## src/rtl/mc_pkg.sv

```systemverilog
// Shared encodings for the multi-cycle sequencer.
// Opcodes, state codes and datapath select values.
package mc_pkg;

    localparam logic [5:0] OP_RTYPE = 6'b000000;
    localparam logic [5:0] OP_LW    = 6'b100011;
    localparam logic [5:0] OP_SW    = 6'b101011;
    localparam logic [5:0] OP_BEQ   = 6'b000100;
    localparam logic [5:0] OP_J     = 6'b000010;
    localparam logic [5:0] OP_JAL   = 6'b000011;
    localparam logic [5:0] OP_ADDI  = 6'b001000;
    localparam logic [5:0] FN_JR    = 6'b001000;

    typedef enum logic [2:0] {
        S_FETCH  = 3'd0,
        S_DECODE = 3'd1,
        S_EXEC   = 3'd2,
        S_MEM    = 3'd3,
        S_WB     = 3'd4,
        S_TRAP   = 3'd5
    } state_t;

    localparam logic [2:0] ALU_ADD  = 3'd0;
    localparam logic [2:0] ALU_SUB  = 3'd1;
    localparam logic [2:0] ALU_FUNC = 3'd2;

    localparam logic [1:0] PC_SEQ = 2'd0;
    localparam logic [1:0] PC_BR  = 2'd1;
    localparam logic [1:0] PC_JMP = 2'd2;
    localparam logic [1:0] PC_REG = 2'd3;

    localparam logic [1:0] RD_RT  = 2'd0;
    localparam logic [1:0] RD_RD  = 2'd1;
    localparam logic [1:0] RD_R31 = 2'd2;

    localparam logic [1:0] WB_ALU = 2'd0;
    localparam logic [1:0] WB_MEM = 2'd1;
    localparam logic [1:0] WB_PC  = 2'd2;

    typedef struct packed {
        logic       imem_rd;
        logic       ir_we;
        logic       pc_we;
        logic [1:0] pc_src;
        logic [2:0] alu_op;
        logic       alu_src_imm;
        logic       dmem_rd;
        logic       dmem_wr;
        logic       reg_we;
        logic [1:0] reg_dst;
        logic [1:0] wb_sel;
    } ctrl_t;

endpackage

```

## src/rtl/mc_seq_ctrl_if.sv

```systemverilog
// Instruction/data memory request-ready handshake bundle.
// master = sequencer side, slave = memory side.
interface mc_seq_ctrl_if;

    logic imem_rd;
    logic imem_ready;
    logic dmem_rd;
    logic dmem_wr;
    logic dmem_ready;

    modport master (
        output imem_rd,
        output dmem_rd,
        output dmem_wr,
        input  imem_ready,
        input  dmem_ready
    );

    modport slave (
        input  imem_rd,
        input  dmem_rd,
        input  dmem_wr,
        output imem_ready,
        output dmem_ready
    );

endinterface

```

## src/rtl/mc_wait_timer.sv

```systemverilog
// Memory stall watchdog: counts consecutive stalled cycles
// and raises a sticky error once the limit is reached.
module mc_wait_timer #(
    parameter int WAIT_MAX = 15
) (
    input  logic clk,
    input  logic reset,
    input  logic i_stall,
    output logic o_mem_err
);

    localparam int CW = $clog2(WAIT_MAX + 1);

    logic [CW-1:0] r_cnt;
    logic          r_err;

    // Saturating stall counter; any non-stalled cycle restarts it.
    always_ff @(posedge clk or negedge reset) begin
        if (!reset) begin
            r_cnt <= '0;
            r_err <= 1'b0;
        end else if (i_stall) begin
            if (r_cnt != CW'(WAIT_MAX))
                r_cnt <= r_cnt + CW'(1);
            if (r_cnt == CW'(WAIT_MAX - 1))
                r_err <= 1'b1;
        end else begin
            r_cnt <= '0;
        end
    end

    assign o_mem_err = r_err;

endmodule

```

## src/rtl/mc_seq_ctrl.sv

```systemverilog
// Multi-cycle FETCH/DECODE/EXEC/MEM/WB sequencer.
// Optional TRAP state on illegal opcode: MC_SEQ_CTRL_TRAP_EN.
module mc_seq_ctrl
    import mc_pkg::*;
#(
    parameter int CNT_W    = 32,
    parameter int WAIT_MAX = 15
) (
    input  logic             clk,
    input  logic             reset,
    mc_seq_ctrl_if.master    bus,
    input  logic [5:0]       opcode,
    input  logic [5:0]       funct,
    input  logic             zero,
    output logic             ir_we,
    output logic             pc_we,
    output logic [1:0]       pc_src,
    output logic [2:0]       alu_op,
    output logic             alu_src_imm,
    output logic             reg_we,
    output logic [1:0]       reg_dst,
    output logic [1:0]       wb_sel,
    output logic [2:0]       state,
    output logic [CNT_W-1:0] retired,
    output logic             mem_err
);

    state_t           r_state;
    state_t           w_next;
    logic             r_run;
    logic [CNT_W-1:0] r_retired;
    ctrl_t            w_ctl;
    logic             w_stall;

    logic w_is_r, w_lw, w_sw, w_beq, w_addi;
    logic w_j, w_jal, w_jr, w_exec, w_ill;

    assign w_is_r = (opcode == OP_RTYPE);
    assign w_lw   = (opcode == OP_LW);
    assign w_sw   = (opcode == OP_SW);
    assign w_beq  = (opcode == OP_BEQ);
    assign w_addi = (opcode == OP_ADDI);
    assign w_j    = (opcode == OP_J);
    assign w_jal  = (opcode == OP_JAL);
    assign w_jr   = w_is_r && (funct == FN_JR);
    assign w_exec = (w_is_r && !w_jr) || w_lw || w_sw
                  || w_beq || w_addi;
    assign w_ill  = !(w_j || w_jal || w_jr || w_exec);

    // Next state and control strobes; r_run holds everything
    // quiet until the first edge after reset is released.
    always_comb begin
        w_next = r_state;
        w_ctl  = '0;
        if (r_run) begin
            unique case (r_state)
                S_FETCH: begin
                    w_ctl.imem_rd = 1'b1;
                    if (bus.imem_ready) begin
                        w_ctl.ir_we  = 1'b1;
                        w_ctl.pc_we  = 1'b1;
                        w_ctl.pc_src = PC_SEQ;
                        w_next       = S_DECODE;
                    end
                end
                S_DECODE: begin
                    unique case (1'b1)
                        w_j: begin
                            w_ctl.pc_we  = 1'b1;
                            w_ctl.pc_src = PC_JMP;
                            w_next       = S_FETCH;
                        end
                        w_jal: begin
                            w_ctl.pc_we   = 1'b1;
                            w_ctl.pc_src  = PC_JMP;
                            w_ctl.reg_we  = 1'b1;
                            w_ctl.reg_dst = RD_R31;
                            w_ctl.wb_sel  = WB_PC;
                            w_next        = S_FETCH;
                        end
                        w_jr: begin
                            w_ctl.pc_we  = 1'b1;
                            w_ctl.pc_src = PC_REG;
                            w_next       = S_FETCH;
                        end
                        w_exec: w_next = S_EXEC;
                        w_ill: begin
`ifdef MC_SEQ_CTRL_TRAP_EN
                            w_next = S_TRAP;
`else
                            w_next = S_FETCH;
`endif
                        end
                    endcase
                end
                S_EXEC: begin
                    unique case (1'b1)
                        w_is_r: begin
                            w_ctl.alu_op = ALU_FUNC;
                            w_next       = S_WB;
                        end
                        w_addi: begin
                            w_ctl.alu_op      = ALU_ADD;
                            w_ctl.alu_src_imm = 1'b1;
                            w_next            = S_WB;
                        end
                        (w_lw || w_sw): begin
                            w_ctl.alu_op      = ALU_ADD;
                            w_ctl.alu_src_imm = 1'b1;
                            w_next            = S_MEM;
                        end
                        w_beq: begin
                            w_ctl.alu_op = ALU_SUB;
                            w_ctl.pc_we  = zero;
                            w_ctl.pc_src = PC_BR;
                            w_next       = S_FETCH;
                        end
                        default: w_next = S_FETCH;
                    endcase
                end
                S_MEM: begin
                    if (w_lw) begin
                        w_ctl.dmem_rd = 1'b1;
                        if (bus.dmem_ready)
                            w_next = S_WB;
                    end else if (w_sw) begin
                        w_ctl.dmem_wr = 1'b1;
                        if (bus.dmem_ready)
                            w_next = S_FETCH;
                    end else begin
                        w_next = S_FETCH;
                    end
                end
                S_WB: begin
                    w_ctl.reg_we  = 1'b1;
                    w_ctl.reg_dst = w_is_r ? RD_RD : RD_RT;
                    w_ctl.wb_sel  = w_lw ? WB_MEM : WB_ALU;
                    w_next        = S_FETCH;
                end
`ifdef MC_SEQ_CTRL_TRAP_EN
                S_TRAP: w_next = S_TRAP;
`endif
                default: w_next = S_FETCH;
            endcase
        end
    end

    // State register and retire counter; a return to FETCH
    // from any other state completes one instruction.
    always_ff @(posedge clk or negedge reset) begin
        if (!reset) begin
            r_state   <= S_FETCH;
            r_run     <= 1'b0;
            r_retired <= '0;
        end else begin
            r_run   <= 1'b1;
            r_state <= w_next;
            if (r_state != S_FETCH && w_next == S_FETCH)
                r_retired <= r_retired + CNT_W'(1);
        end
    end

    assign w_stall = (w_ctl.imem_rd & ~bus.imem_ready)
                   | ((w_ctl.dmem_rd | w_ctl.dmem_wr)
                      & ~bus.dmem_ready);

    mc_wait_timer #(
        .WAIT_MAX (WAIT_MAX)
    ) u_wait (
        .clk       (clk),
        .reset     (reset),
        .i_stall   (w_stall),
        .o_mem_err (mem_err)
    );

    assign bus.imem_rd = w_ctl.imem_rd;
    assign bus.dmem_rd = w_ctl.dmem_rd;
    assign bus.dmem_wr = w_ctl.dmem_wr;
    assign ir_we       = w_ctl.ir_we;
    assign pc_we       = w_ctl.pc_we;
    assign pc_src      = w_ctl.pc_src;
    assign alu_op      = w_ctl.alu_op;
    assign alu_src_imm = w_ctl.alu_src_imm;
    assign reg_we      = w_ctl.reg_we;
    assign reg_dst     = w_ctl.reg_dst;
    assign wb_sel      = w_ctl.wb_sel;
    assign state       = r_state;
    assign retired     = r_retired;

endmodule

```

## src/flat_wrapper.sv

```systemverilog
// flat-port wrapper written by rule: the top's interface ports become plain ports
module mc_seq_ctrl_flat import mc_pkg::*;
#(
    parameter int CNT_W    = 32,
    parameter int WAIT_MAX = 15
)
  (clk, reset, opcode, funct, zero, ir_we, pc_we, pc_src, alu_op, alu_src_imm, reg_we, reg_dst, wb_sel, state, retired, mem_err, bus_imem_rd, bus_dmem_rd, bus_dmem_wr, bus_imem_ready, bus_dmem_ready);
  mc_seq_ctrl_if bus_i ();
  input  logic clk;
  input  logic reset;
  input  logic [5:0] opcode;
  input  logic [5:0] funct;
  input  logic zero;
  output logic ir_we;
  output logic pc_we;
  output logic [1:0] pc_src;
  output logic [2:0] alu_op;
  output logic alu_src_imm;
  output logic reg_we;
  output logic [1:0] reg_dst;
  output logic [1:0] wb_sel;
  output logic [2:0] state;
  output logic [CNT_W-1:0] retired;
  output logic mem_err;
  output wire logic [$bits(bus_i.imem_rd)-1:0] bus_imem_rd;
  output wire logic [$bits(bus_i.dmem_rd)-1:0] bus_dmem_rd;
  output wire logic [$bits(bus_i.dmem_wr)-1:0] bus_dmem_wr;
  input wire logic [$bits(bus_i.imem_ready)-1:0] bus_imem_ready;
  input wire logic [$bits(bus_i.dmem_ready)-1:0] bus_dmem_ready;
  assign bus_imem_rd = bus_i.imem_rd;
  assign bus_dmem_rd = bus_i.dmem_rd;
  assign bus_dmem_wr = bus_i.dmem_wr;
  assign bus_i.imem_ready = bus_imem_ready;
  assign bus_i.dmem_ready = bus_dmem_ready;
  mc_seq_ctrl #(.CNT_W(CNT_W), .WAIT_MAX(WAIT_MAX)) u_core (.clk(clk), .reset(reset), .bus(bus_i), .opcode(opcode), .funct(funct), .zero(zero), .ir_we(ir_we), .pc_we(pc_we), .pc_src(pc_src), .alu_op(alu_op), .alu_src_imm(alu_src_imm), .reg_we(reg_we), .reg_dst(reg_dst), .wb_sel(wb_sel), .state(state), .retired(retired), .mem_err(mem_err));
endmodule
```

## config.mk

```make
export PLATFORM = sky130hd
export DESIGN_NAME = mc_seq_ctrl_flat
export DESIGN_NICKNAME = d
export VERILOG_FILES = /design/src/rtl/mc_pkg.sv /design/src/rtl/mc_seq_ctrl_if.sv /design/src/rtl/mc_wait_timer.sv /design/src/rtl/mc_seq_ctrl.sv /design/src/flat_wrapper.sv
export SDC_FILE = /design/constraint.sdc
export NUM_CORES = 1
export LEC_CHECK = 0
export CAP_MARGIN = 5
export CORE_MARGIN = 2
export CORE_UTILIZATION = 44
export CTS_CLUSTER_SIZE = 28
export DETAILED_ROUTE_END_ITERATION = 16
export PLACE_DENSITY_LB_ADDON = 0.3
export SETUP_SLACK_MARGIN = 0.02
export SYNTH_ARGS = -nofsm -noshare
export SYNTH_HDL_FRONTEND = slang
export SYNTH_SLANG_ARGS = --single-unit
```

## constraint.sdc

```tcl
create_clock -name clk -period 1.9 [get_ports clk]
set_input_delay 0.285 -clock clk [delete_from_list [all_inputs] [get_ports clk]]
set_output_delay 0.285 -clock clk [all_outputs]
set_load 0.05 [all_outputs]
```

==> impl_metrics.ini, run 1 <==
[timing]
holdWs_ns = 0.0416
setup_viol = 48
worst_pin_slew_ns = 0.546
skew_ns = 0.0168
slew_viol_final = 0
fin_crit_ns = 2.10
finalCritPeriodShare = 1.10
setup-tns-final_ns = -4.81
fin_ws_ns = -0.197
final_hold_viol_count = 0
max-slew-margin-rel = 0.635
max_freq_mhz = 477
rsz0062_at_grt = true

[clock_network]
clk_pin_slew_worst_paths_ns = 0.10
clockBufferDepth = 2
cts_root_buf = clkbuf_8
cts_hold_buf = 0
numCtsBuffers = 5
clk_latency_ns = 0.30
htreeDepth = 2
cts.sinks = 41
cts_tree = done

[floorplanning]
die_h_um = 80.0
die-area_mm2 = 0.00640
initial_core_util = 0.459
io_pins = 69
num_rows = 27
coreArea_mm2 = 0.00554
die_w_um = 80.0

[routing]
wl_per_cell_um = 20.6
dr.pass1.iters = 7
top_layer = met4
viasPerCell = 5.99
vias = 2658
wirelength_um = 9160
route.detailed.drc = 0
wl_met1_um = 3610
drt_iter0_markers = 259
route.met2.wl_um = 4680
ant_nets = 0
met3_length_um = 635

[setup_path]
critPathArrivalTime_ns = 2.30
startpoint_type = flip-flop
worst-r2r-setup-slack_ns = -0.20
reg2reg_from = u_core.state[1]$_DFF_PN0_
crit_type = reg -> reg
path_max_fanout = 17
ff2ff_path_depth = 7
worstReg2RegEnd = u_core.retired[13]$_DFFE_PN0P_
crit_required_ns = 2.10
worstSetupEndpointType = flip-flop

[finish]
insertedDiodeCount = 0
fin_nets = 391
stdcell_count = 444
fin_util = 0.809
final_area_mm2 = 0.00448
drive_gt1_frac = 0.489
syn_to_final_growth_pct = 76.4

[synth]
synth_top_area_share = 0.404
yosysUniqueCellTypes = 49
synth_top_area_cell = dfrtp_1
avgSynthCellArea_um2 = 9.93
synth.net_count = 276
synth_edf_count = 0
yosysSeqAreaShare = 0.404
ys_warn_count = 0
yosysMostFrequentCell = dfrtp_1
synth_common_cells = 41 x dfrtp_1, 32 x xnor2_1, 22 x nor2_1, 16 x nand2_1, 16 x nand4_1
syn_inst = 256
synth_async_sr_flop_share = 1.00
synth-main-ff-cell = dfrtp_1
ys_ff_latch = 41
ys_top_cells_by_area = dfrtp_1 40%, xnor2_1 11%, nand4_2 5.9%
netlist_area_mm2 = 0.00254

[power]
power_density_mw_per_mm2 = 597
ir_drop_mv = 0.785
finalPower_mw = 2.67
leakage_nw = 1.96

[placed_design]
place_congestion = 0.885
pre_cts_slack_ns = -0.518
place_area_mm2 = 0.00387
dp.cells = 420
port_buffers = 67
hpwl_um = 4870

[grt]
grt_pass1_vias = 2611
overflow = 0
grt_pass1_wl_um = 12900
antenna_found_initial = 0
grtUsageTotal = 0.261
grt_max_degree = 42

[flow_run]
drv_cap = 0

[status]
violations = negative setup slack
outcome = complete, but fails checks

[worst_hold_path]
hp-class = in -> async
-- cells in the final DEF (no fill, tap or decap), types with 12 or more instances in the layout --
| cell | synthesis | layout |
|---|---|---|
| buf_12 | 0 | 17 |
| buf_4 | 4 | 43 |
| buf_6 | 7 | 15 |
| clkdlybuf4s50_1 | 0 | 25 |
| dfrtp_1 | 41 | 26 |
| dfrtp_2 | 0 | 15 |
| nand2_1 | 16 | 12 |
| nand4_1 | 16 | 16 |
| nand4_4 | 0 | 12 |
| nor2_1 | 22 | 12 |
| xnor2_1 | 32 | 21 |
-- cell families (layout without fill, tap and decap cells) --
| kind of cell | count (synthesis) | in the layout | share of synthesized area |
|---|---|---|---|
| other | 2 | 2 | 0.00296 |
| xor gates and xnor gates | 32 | 32 | 0.110 |
| and+or+nand+nor | 131 | 131 | 0.321 |
| DFF | 41 | 41 | 0.404 |
| buffers and inverters | 27 | 143 | 0.0670 |
| AOI/OAI and AO/OA | 19 | 19 | 0.0758 |
| muxes | 1 | 1 | 0.00443 |
| adders and majority gates | 3 | 3 | 0.0148 |
-- registers in the layout, indices dropped and copies added, names as in the netlist --
name                     cells
u_core.r_run                 1
u_core.u_wait.o_mem_err      1
u_core.retired              32
u_core.state                 3
u_core.u_wait.r_cnt          4
-- layout make-up --
class | instances | area (um^2)
Clock buffer | 5 | 68.8
Clock inverter | 3 | 46.3
Fill cell | 318 | 1060
Inverter | 11 | 41.3
Multi-Input combinational cell | 188 | 1820
Sequential cell | 41 | 1040
Tap cell | 72 | 90.1
Timing Repair Buffer | 124 | 1370
-- what timing repair did --
action	in CTS	in global routing
endpoints found under the setup margin	50	58
buffers inserted	11	5
hold endpoints to repair	0	0
gates resized for setup	65	46
pin swaps	20	24
cloned	2	1
-- per-layer routing --
metal,GRT usage,vias up
met5,0,-
met4,0.0864,0
met3,0.0611,29
met2,0.442,159
met1,0.327,1327
li1,-,1143
-- worst max-delay path by stage --
stage | startpoint | cells past startpoint | endpoint
after floorplan | u_core.state[1]$_DFF_PN0_ | 3 | reg_dst[0]
after global placement | opcode[5] | 8 | u_core.retired[24]$_DFFE_PN0P_
after detailed placement | opcode[5] | 8 | u_core.retired[25]$_DFFE_PN0P_
after CTS | u_core.state[2]$_DFF_PN0_ | 5 | bus_dmem_wr
after global routing | u_core.state[1]$_DFF_PN0_ | 7 | u_core.retired[13]$_DFFE_PN0P_
final | u_core.state[1]$_DFF_PN0_ | 7 | u_core.retired[13]$_DFFE_PN0P_
-- power by group --
group	leakage (nW)	internal [mW]	switching, mW
Clock	0.0543	0.394	0.336
Combinational	1.37	0.379	0.561
Sequential	0.536	0.936	0.0676
Total	1.96	1.71	0.965
-- critical path, cell delays in order (launching register included) --
cell,delay [ns]
dfrtp_2,0.46
or3b_4,0.43
buf_6,0.13
a2111oi_4,0.24
a32oi_4,0.23
buf_12,0.23
nand4_1,0.10
xnor2_1,0.16
(Power assumes the default switching activity.)
==> inputs of run 2 (changes only) <==
--- a/config.mk
+++ b/config.mk
@@ -5,9 +5,10 @@
 export SDC_FILE = /design/constraint.sdc
 export NUM_CORES = 1
 export LEC_CHECK = 0
+export ABC_AREA = 1
 export CAP_MARGIN = 5
 export CORE_MARGIN = 2
-export CORE_UTILIZATION = 44
+export CORE_UTILIZATION = 46
 export CTS_CLUSTER_SIZE = 28
 export DETAILED_ROUTE_END_ITERATION = 16
 export PLACE_DENSITY_LB_ADDON = 0.3
==> impl_metrics.ini, run 2 <==
[status]
outcome = complete, but fails checks
violations = negative setup slack

[clock_network]
clockBufferDepth = 2
htreeDepth = 2
clk_pin_slew_worst_paths_ns = 0.08
cts_tree = done
cts_root_buf = clkbuf_8
numCtsBuffers = 5
cts.sinks = 41
clk_latency_ns = 0.29

[setup_path]
path_max_fanout = 3
worstSetupEndpointType = output pin
startpoint_type = flip-flop
cp_num_buf_inv = 1
critPathArrivalTime_ns = 1.72
crit_type = reg -> out
critical-path-slowest-cell = dfrtp_2
ff2ff_path_depth = 11
worst-r2r-setup-slack_ns = -0.01
crit_required_ns = 1.62
cp_top_family = simple AND/OR/NAND/NOR gates
reg2reg_from = u_core.state[1]$_DFF_PN0_
critPathMaxStageDelay_ns = 0.41
crit_path_cell_trace = or2_4 > nand3b_1 > nor4_4 > buf_12
worstReg2RegEnd = u_core.retired[16]$_DFFE_PN0P_

[routing]
wirelength_um = 10200
dr.pass1.iters = 5
vias = 3545
drt_iter0_markers = 237
wl_per_cell_um = 15.4
viasPerCell = 5.35
ant_nets = 0
route.detailed.drc = 0

[synth]
yosysUniqueCellTypes = 29
synth_compound_area_frac = 0.0145
yosysSeqAreaShare = 0.341
yosysMostFrequentCell = nand2_1
synth_common_cells = 181 x nand2_1, 65 x nor2_1, 41 x dfrtp_1, 39 x nand4_1, 34 x inv_1
avgSynthCellArea_um2 = 6.54
ys_warn_count = 0
synth-main-ff-cell = dfrtp_1
ys_top_cells_by_area = dfrtp_1 34%, nand2_1 23%, nand4_1 8.1%
synth_edf_count = 0
netlist_area_mm2 = 0.00301
synthMuxAreaShare = 0
synth.net_count = 481
synth_async_sr_flop_share = 1.00
syn_inst = 461
synthSimpleGateAreaFrac = 0.495
synth_fa_ha_area_frac = 0.0125
synth_top_family_by_area = simple AND/OR/NAND/NOR gates
ys_ff_latch = 41
synth_top_area_cell = dfrtp_1
synth_top_area_share = 0.341
synth_xor_area_frac = 0.0523

[grt]
grt_pass1_wl_um = 16100
overflow = 0
grtUsageTotal = 0.276
grt_pass1_vias = 3342
antenna_found_initial = 0
grt_max_degree = 42

[finish]
insertedDiodeCount = 0
stdcell_count = 663
fin_nets = 605
final_common_cell = nand2_1
nFillCells = 462
layout_common_cells = 173 x nand2_1, 77 x buf_4, 48 x nor2_1
drive_gt1_frac = 0.297
syn_to_final_growth_pct = 54.9
largest_reg_flops = 32

[power]
leakage_nw = 2.37
power.share.sequential = 0.408
comb_power_share = 0.362
p_switching_mw = 0.937
clkPwrFrac = 0.230
power_density_mw_per_mm2 = 529
netSwitchingFraction = 0.380
internal_power_mw = 1.53
ir_drop_mv = 0.521

[timing]
fin_crit_ns = 2.00
setup-tns-final_ns = -0.235
max-slew-margin-rel = 0.663
finalCritPeriodShare = 1.05
max_freq_mhz = 500
slew_viol_final = 0
rsz0062_at_grt = true
setup_viol = 7
worst_pin_slew_ns = 0.504
skew_ns = 0.00559
final_hold_viol_count = 0
fin_ws_ns = -0.102

[placed_design]
dp.cells = 632
hpwl_um = 7000
port_buffers = 67
pre_cts_slack_ns = -0.249
place_congestion = 0.921

[floorplanning]
coreArea_mm2 = 0.00635
die-area_mm2 = 0.00721
die_h_um = 84.9
num_rows = 29
die_w_um = 84.9
initial_core_util = 0.474
io_pins = 69

[flow_run]
drv_cap = 0

[worst_hold_path]
hp-class = in -> async
## run 2: cell types whose count changed after synthesis, sizes merged, moves of 11 or more
| cell | delta |
|---|---|
| inv | +31 |
| nand2 | +168 |
| nand4 | +11 |
| nor2 | +45 |
| xnor2 | -28 |
| xor2 | +14 |
## run 2: routing by layer
metal	vias up	global-route usage	part of all wire
met5	-	0	0
met4	0	0.0866	0.026
met3	28	0.0399	0.050
met2	128	0.478	0.51
met1	1662	0.358	0.41
li1	1727	-	-
## run 2: worst register-to-register path, cell delays in order, from the launching register on
cell     delay (ns)
dfrtp_2        0.41
or2_4          0.26
nor2_1         0.19
nand2_2        0.14
nand2_1        0.12
nand2_2        0.09
nand3_4        0.09
nor2_8         0.06
buf_4          0.14
buf_12         0.14
nand4_1        0.09
nand2_1        0.07
## run 2: worst max path at each step
stage,cells past startpoint,start,to,slack [ns]
after floorplan,5,u_core.state[0]$_DFF_PN0_,reg_we,-0.29
after CTS,4,u_core.state[1]$_DFF_PN0_,wb_sel[0],-0.04
final,4,u_core.state[1]$_DFF_PN0_,wb_sel[0],-0.10
after global routing,4,u_core.state[1]$_DFF_PN0_,wb_sel[0],-0.16
after global placement,11,opcode[4],pc_we,-0.18
after detailed placement,11,opcode[4],pc_we,-0.25
## run 2: kinds of logic (layout without fill, tap and decap cells)
kind of cell	after synthesis	count (layout)
AND/OR/NAND/NOR	334	334
buffers and inverters	56	181
flip-flops	41	41
XOR/XNOR	18	18
AO/OA/AOI/OAI	7	7
adder cells (fa/ha/maj)	3	3
other	2	2
## run 2: power by group through the flow
stage / Combinational [mW] / Clock [mW] / Sequential, mW
finish: 0.894 / 0.568 / 1.01
global route: 0.948 / 0.630 / 1.02
CTS: 0.827 / 0.592 / 1.01
detailed placement: 0.805 / 0 / 1.02
global placement: 0.787 / 0 / 1.02
floorplan: 0.308 / 0 / 1.18
## run 2: repair_timing
| item | CTS | global route |
|---|---|---|
| resized for setup | 34 | 31 |
| pin swaps | 17 | 15 |
| buffers inserted | 11 | 10 |
| hold buffers | 1 | 0 |
| endpoints found under the hold margin | 41 | 0 |
| cloned | 0 | 1 |
| setup endpoints to repair | 15 | 44 |
## run 2: area by class of cell
| type | instances | area, um^2 | area share |
|---|---|---|---|
| tap | 77 | 96.3 | 0.0206 |
| timing repair buffer | 131 | 1340 | 0.287 |
| inverter | 42 | 160 | 0.0343 |
| clock buffer | 5 | 68.8 | 0.0147 |
| sequential | 41 | 1030 | 0.221 |
| multi-input combinational | 364 | 1950 | 0.418 |
| clock inverter | 3 | 17.5 | 0.00375 |
## run 2: per-stage QoR
step | power [mW] | cell area (um^2) | hold WS (ns) | util
global placement | 1.81 | 4250 | 0.276 | 0.670
global route | 2.60 | 4670 | 0.522 | 0.735
floorplan | 1.49 | 3110 | -0.0106 | -
detailed placement | 1.83 | 4250 | 0.279 | 0.670
CTS | 2.43 | 4490 | 0.475 | 0.708
finish | 2.47 | 4670 | 0.504 | 0.735
